$ cat config.mk
export PLATFORM = sky130hd
export DESIGN_NAME = axi_wr_lane_ctrl
export DESIGN_NICKNAME = d
export VERILOG_FILES = /design/src/rtl/axi_wr_lane_ctrl.sv
export SDC_FILE = /design/constraint.sdc
export NUM_CORES = 1
export LEC_CHECK = 0
export ABC_AREA = 1
export ABC_CLOCK_PERIOD_IN_PS = 2700
export BUFFER_PORTS_ARGS = -buffer_cell sky130_fd_sc_hd__buf_2
export CORE_ASPECT_RATIO = 0.75
export CORE_UTILIZATION = 52
export CTS_CLUSTER_DIAMETER = 40
export CTS_CLUSTER_SIZE = 16
export DETAILED_ROUTE_END_ITERATION = 16
export GPL_TIMING_DRIVEN = 1
export PLACE_DENSITY_LB_ADDON = 0.3
export REMOVE_ABC_BUFFERS = 1
export SYNTH_ARGS = -nofsm -noshare
export SYNTH_HDL_FRONTEND = slang
export SYNTH_SLANG_ARGS = --single-unit
$ cat constraint.sdc
create_clock -name clk -period 2.7 [get_ports clk]
set_input_delay 0.27 -clock clk [delete_from_list [all_inputs] [get_ports clk]]
set_output_delay 0.27 -clock clk [all_outputs]
set_load 0.005 [all_outputs]
$ cat src/rtl/axi_wr_lane_ctrl.sv
// AXI4 write-channel controller: walks FIXED/INCR(/WRAP) beat addresses, masks WSTRB to the
// legal byte lanes and issues one registered write per beat. WRAP support: AXI_WRAP_BURST_EN.
module axi_wr_lane_ctrl #(
    parameter int ADDR_W = 32,
    parameter int ID_W   = 4
) (
    input  logic              clk,
    input  logic              rst,
    input  logic              awvalid,
    output logic              awready,
    input  logic [ADDR_W-1:0] awaddr,
    input  logic [7:0]        awlen,
    input  logic [2:0]        awsize,
    input  logic [1:0]        awburst,
    input  logic [ID_W-1:0]   awid,
    input  logic              wvalid,
    output logic              wready,
    input  logic [63:0]       wdata,
    input  logic [7:0]        wstrb,
    input  logic              wlast,
    output logic              bvalid,
    input  logic              bready,
    output logic [ID_W-1:0]   bid,
    output logic [1:0]        bresp,
    output logic              mem_we,
    output logic [ADDR_W-4:0] mem_addr,
    output logic [63:0]       mem_wdata,
    output logic [7:0]        mem_be
);

    typedef enum logic [1:0] {S_IDLE, S_DATA, S_RESP} state_t;

    state_t            r_state;
    logic [ADDR_W-1:0] r_addr;
    logic [7:0]        r_len;
    logic [7:0]        r_cnt;
    logic [1:0]        r_size;
    logic [1:0]        r_burst;
    logic [ID_W-1:0]   r_id;
    logic              r_dec_err;
    logic              r_last_err;
    logic [ID_W-1:0]   r_bid;
    logic [1:0]        r_bresp;
    logic              r_mem_we;
    logic [ADDR_W-4:0] r_mem_addr;
    logic [63:0]       r_mem_wdata;
    logic [7:0]        r_mem_be;

    logic              w_aw_hs;
    logic              w_w_hs;
    logic              w_final;
    logic              w_last_bad;
    logic              w_dec_err;
    logic [3:0]        w_nbytes;
    logic [3:0]        w_lo;
    logic [3:0]        w_hi;
    logic [7:0]        w_window;
    logic [ADDR_W-1:0] w_align;
    logic [ADDR_W-1:0] w_incr;
    logic [ADDR_W-1:0] w_next;

    assign awready    = (r_state == S_IDLE);
    assign wready     = (r_state == S_DATA);
    assign bvalid     = (r_state == S_RESP);
    assign bid        = r_bid;
    assign bresp      = r_bresp;
    assign mem_we     = r_mem_we;
    assign mem_addr   = r_mem_addr;
    assign mem_wdata  = r_mem_wdata;
    assign mem_be     = r_mem_be;

    assign w_aw_hs    = awvalid && (r_state == S_IDLE);
    assign w_w_hs     = wvalid && (r_state == S_DATA);
    assign w_final    = (r_cnt == r_len);
    assign w_last_bad = (wlast != w_final);

`ifdef AXI_WRAP_BURST_EN
    assign w_dec_err = (awsize > 3'd3) || (awburst == 2'd3) ||
                       ((awburst == 2'd2) && !((awlen == 8'd1) || (awlen == 8'd3) ||
                                               (awlen == 8'd7) || (awlen == 8'd15)));
`else
    assign w_dec_err = (awsize > 3'd3) || (awburst >= 2'd2);
`endif

    // Lane window runs from the byte offset up to the end of the size-aligned container.
    assign w_nbytes = 4'd1 << r_size;
    assign w_lo     = {1'b0, r_addr[2:0]};
    assign w_hi     = ({1'b0, r_addr[2:0]} & ~(w_nbytes - 4'd1)) + w_nbytes - 4'd1;

    always_comb begin
        w_window = 8'h00;
        for (int i = 0; i < 8; i++) begin
            w_window[i] = (4'(i) >= w_lo) && (4'(i) <= w_hi);
        end
    end

    assign w_align = r_addr & ~(ADDR_W'(w_nbytes) - ADDR_W'(1));
    assign w_incr  = w_align + ADDR_W'(w_nbytes);

`ifdef AXI_WRAP_BURST_EN
    logic [ADDR_W-1:0] w_wrap_bytes;
    logic [ADDR_W-1:0] w_wrap_base;
    logic [ADDR_W-1:0] w_wrap_next;

    // The base is re-derived from the current address, which always stays inside the window.
    assign w_wrap_bytes = (ADDR_W'(r_len) + ADDR_W'(1)) << r_size;
    assign w_wrap_base  = r_addr & ~(w_wrap_bytes - ADDR_W'(1));
    assign w_wrap_next  = (w_incr == (w_wrap_base + w_wrap_bytes)) ? w_wrap_base : w_incr;
`endif

    always_comb begin
        w_next = r_addr;
        case (r_burst)
            2'd1:    w_next = w_incr;
`ifdef AXI_WRAP_BURST_EN
            2'd2:    w_next = w_wrap_next;
`endif
            default: w_next = r_addr;
        endcase
    end

    always_ff @(posedge clk) begin
        if (rst) begin
            r_state     <= S_IDLE;
            r_addr      <= '0;
            r_len       <= '0;
            r_cnt       <= '0;
            r_size      <= '0;
            r_burst     <= '0;
            r_id        <= '0;
            r_dec_err   <= 1'b0;
            r_last_err  <= 1'b0;
            r_bid       <= '0;
            r_bresp     <= 2'b00;
            r_mem_we    <= 1'b0;
            r_mem_addr  <= '0;
            r_mem_wdata <= '0;
            r_mem_be    <= '0;
        end else begin
            r_mem_we <= 1'b0;
            case (r_state)
                S_IDLE: begin
                    if (w_aw_hs) begin
                        r_addr     <= awaddr;
                        r_len      <= awlen;
                        r_size     <= awsize[1:0];
                        r_burst    <= awburst;
                        r_id       <= awid;
                        r_cnt      <= '0;
                        r_dec_err  <= w_dec_err;
                        r_last_err <= 1'b0;
                        r_state    <= S_DATA;
                    end
                end
                S_DATA: begin
                    if (w_w_hs) begin
                        if (!r_dec_err) begin
                            r_mem_we    <= 1'b1;
                            r_mem_addr  <= r_addr[ADDR_W-1:3];
                            r_mem_wdata <= wdata;
                            r_mem_be    <= wstrb & w_window;
                        end
                        r_addr <= w_next;
                        r_cnt  <= r_cnt + 8'd1;
                        if (w_last_bad) begin
                            r_last_err <= 1'b1;
                        end
                        if (w_final) begin
                            r_bid   <= r_id;
                            r_bresp <= (r_dec_err || r_last_err || w_last_bad) ? 2'b10 : 2'b00;
                            r_state <= S_RESP;
                        end
                    end
                end
                S_RESP: begin
                    if (bready) begin
                        r_state <= S_IDLE;
                    end
                end
                default: r_state <= S_IDLE;
            endcase
        end
    end

endmodule

==> metrics.md <==
| Metric | Value |
|---|---|
| R2R depth | `11` |
| Wire per inst | `roughly 14 um` |
| Die width | `between 100 and 150 um` |
| Critical path peak fanout | `8` |
| Final Cell Area | `about 0.0096 mm^2` |
| FF+latch count, synth | `167` |
| H-tree levels | `4` |
| CP delay by family, top | `adder cells` |
| Syn Inst Count | `between 1,000 and 1,500` |
| Arr. time, crit path | `2.80 ns` |
| Row count | `38` |
| ANT nets after route | `0` |
| DRT Pass-1 Iters | `5` |
| R2R Path Start | `r_size[1]` |
| Largest net degree at the start of global routing | `129` |
| DP Area | `0.00900 mm^2` |
| Worst Hold Path EP | `mem_wdata[32]` |
| Critical path buffers and inverters | `1` |
| Slew headroom | `0.239` |
| Clock sinks | `roughly 170` |
| Post-synthesis cell type count | `44` |
| Final Wtd Congestion | `~0.9` |
| RSZ-0062 raised after global routing | `false` |
| Cell Area, Synth | `0.00773 mm^2` |
| Power per standard cell area | `665 mW/mm^2` |
| Layout cells sized above 1 | `0.238` |
| Core area | `0.0145 mm^2` |
| CP Capture Type | `flip-flop` |
| Global-route wire length before repair | `roughly 34,000 um` |
| Post-synth top area share | `0.433` |
| Post-synth EDFFs | `0` |
| Setup violations, final | `0` |
| DP Wirelength | `around 14,000 um` |
| Final Cycle Share | `0.902` |
| Peak supply drop | `0.542 mV` |
| CTS tree | `yes` |
| Slew Limit Fails | `0` |
| Most frequent cells in the layout | `nor2_1 (288), buf_2 (236), dfxtp_1 (167)` |
| Ports | `about 240` |
| Critical-path cell list | `nor2_2 > inv_1 > ha_1 > nand2_1 > nand2_1 > fa_1 > xor2_1 > nor2_1 > o21ai_0 > nand3_1 > a21oi_1` |
| Fmax | `just over 0.4 GHz` |
| Hold path start | `wdata[32]` |
| Ys async rst share | `0` |
| CTS Root Cell | `clkbuf_16` |
| Starting Density | `0.533` |
| Post-CTS resize count | `0` |
| Initial antenna violation count | `0` |
| Die height | `108 um` |
| Maxcap violations | `0` |
| Register area share after synthesis | `0.433` |
| Vias after detailed routing | `~8,000` |
| CP dominant cell by count | `nand2_1` |
| Startpoint types | `flip-flop` |
| Total CTS buffers | `17` |
| Port Buffers | `roughly 240` |
| Fin util | `0.664` |
| Final #Nets | `1,464` |
| Die area | `approximately 0.015 mm^2` |
| Gr usage total | `0.280` |
| Number of global-route vias before repair | `slightly above 7,000` |
| Worst-path clk slew | `0.08 ns` |
| R2r setup slk | `about 0.26 ns` |
| Hold Crit Depth | `3` |
| Worst min path class | `in -> reg` |
| Status | `finished, final reports clean` |
| Vias per cell | `roughly 5.2` |
| Fin crit period | `2.44 ns` |
| Final worst slack | `0.264 ns` |
| Critical Path RT | `3.07 ns` |
| Final WL | `21,200 um` |
| Clk buf depth | `2` |
| Dominant synthesized flop cell | `dfxtp_1` |
| Worst reg2reg endpoint | `mem_be[3]` |
| Avg Cell Area, Syn | `6.87 um^2` |
| # diodes | `0` |
| Syn. warnings | `0` |
| DR iter-0 viols | `672` |
| Placement Setup Slack | `0.279 ns` |
| Area contributors post-synth | `dfxtp_1 (43%), nor2_1 (14%), o21ai_0 (8.0%), nand2_1 (7.6%), a21oi_1 (4.9%)` |
| DR DRC count | `0` |
| Worst-margin pin slew | `1.14 ns` |
| P&R area growth vs syn | `24.6%` |
| Commonest non-fill, non-tap cell in the layout | `nor2_1` |
| Slowest stage cell, crit path | `dfxtp_1` |
| Yosys top cell by area | `dfxtp_1` |
| Critical path class | `reg -> reg` |
| Final hold violations | `0` |
| Worst path max stage delay | `about 0.53 ns` |
| Hold buffers post-CTS | `0` |
| P_leak | `4.54 nW` |
| Setup bufs post-CTS | `0` |
| Clock skew | `around 0.016 ns` |
| Grt ovf | `0` |
| Skew-Pair Late Insertion Delay | `approximately 0.43 ns` |
[routing by layer]
metal  vias to the layer above  wire [um]  track usage
met3                        15       1800       0.0609
li1                       4057          -            -
met4                         0        169       0.0768
met2                       318       9500        0.430
met1                      3636       9680        0.394
met5                         -          0            0
[worst max path at each step]
| stage | start | to | slack, ns | cells after the start |
|---|---|---|---|---|
| finish | r_size[1] | mem_be[3] | 0.26 | 11 |
| CTS | r_size[1] | mem_be[3] | 0.27 | 11 |
| global route | r_size[1] | mem_be[3] | 0.03 | 11 |
| floorplan | r_state[0] | mem_be[6] | -1.28 | 8 |
| global placement | r_size[1] | mem_be[3] | 0.41 | 11 |
| detailed placement | r_size[1] | mem_be[3] | 0.28 | 11 |
[kinds of logic (layout without fill, tap and decap cells)]
group | after synthesis | after routing | synth area share
adders and majority gates | 6 | 6 | 0.0107
AOI/OAI and AO/OA | 238 | 238 | 0.161
other | 1 | 1 | 0.000485
DFF | 167 | 167 | 0.433
buffers and inverters | 136 | 355 | 0.0707
and+or+nand+nor | 564 | 564 | 0.310
xor gates and xnor gates | 13 | 13 | 0.0147
[final cells by class]
type                    count  area (um^2)
clock buffers              18          439
clock inverters            14          190
fillers                  1288         4870
inverters                  76          285
multi-input cells         822         3850
flip-flops and latches    167         3340
well taps                 200          250
repair buffers            247         1280
[worst register-to-register path: stages, from the launching register on]
cell	delay, ns
dfxtp_1	0.53
nor2_2	0.11
inv_1	0.15
ha_1	0.25
nand2_1	0.09
nand2_1	0.07
fa_1	0.40
xor2_1	0.34
nor2_1	0.12
o21ai_0	0.11
nand3_1	0.09
a21oi_1	0.12
[registers in the layout, summed over array words and instances, names as in the netlist]
register    count
r_id            4
r_cnt           8
bresp           1
r_state         2
r_size          2
mem_wdata      64
r_last_err      1
bid             4
mem_we          1
r_addr         32
r_len           8
mem_be          8
mem_addr       29
r_dec_err       1
r_burst         2
[synthesized netlist by cell type (2+ instances only)]
master and number:
o21ai_0 124, nand3_1 52, a21oi_2 5, nand4_1 17
o21bai_1 2, nor2_4 4, nor2_2 4, dfxtp_1 167
xor2_1 8, inv_2 12, ha_1 5, nand2_4 4
or2_0 3, inv_1 64, xnor2_1 5, buf_1 3
and3_1 3, clkbuf_1 39, nor3_1 17, a31oi_1 2
nor2_1 288, a21oi_1 75, nand2_2 7, buf_2 14
nand2_1 157, buf_4 3, o21ai_1 22, nand3b_1 3
[metrics by stage]
step                      std cells  hold slack [ns]  total power, mW  setup TNS [ns]
after floorplan                1065            0.332             3.46          -97.64
after global placement         1512            0.449             3.87               0
after detailed placement       1512            0.448             3.89               0
after CTS                      1544           0.0539             6.43               0
after global routing           1544           0.0566             6.72               0
final                          1544           0.0585             6.40               0
[power by group]
group	total (mW)	switching, mW	leakage, nW	internal (mW)
Sequential	2.79	0.143	1.37	2.65
Clock	2.55	1.11	0.299	1.43
Combinational	1.06	0.658	2.88	0.405
Total	6.40	1.91	4.54	4.49
Note: power is estimated with default switching activity, not from simulation.
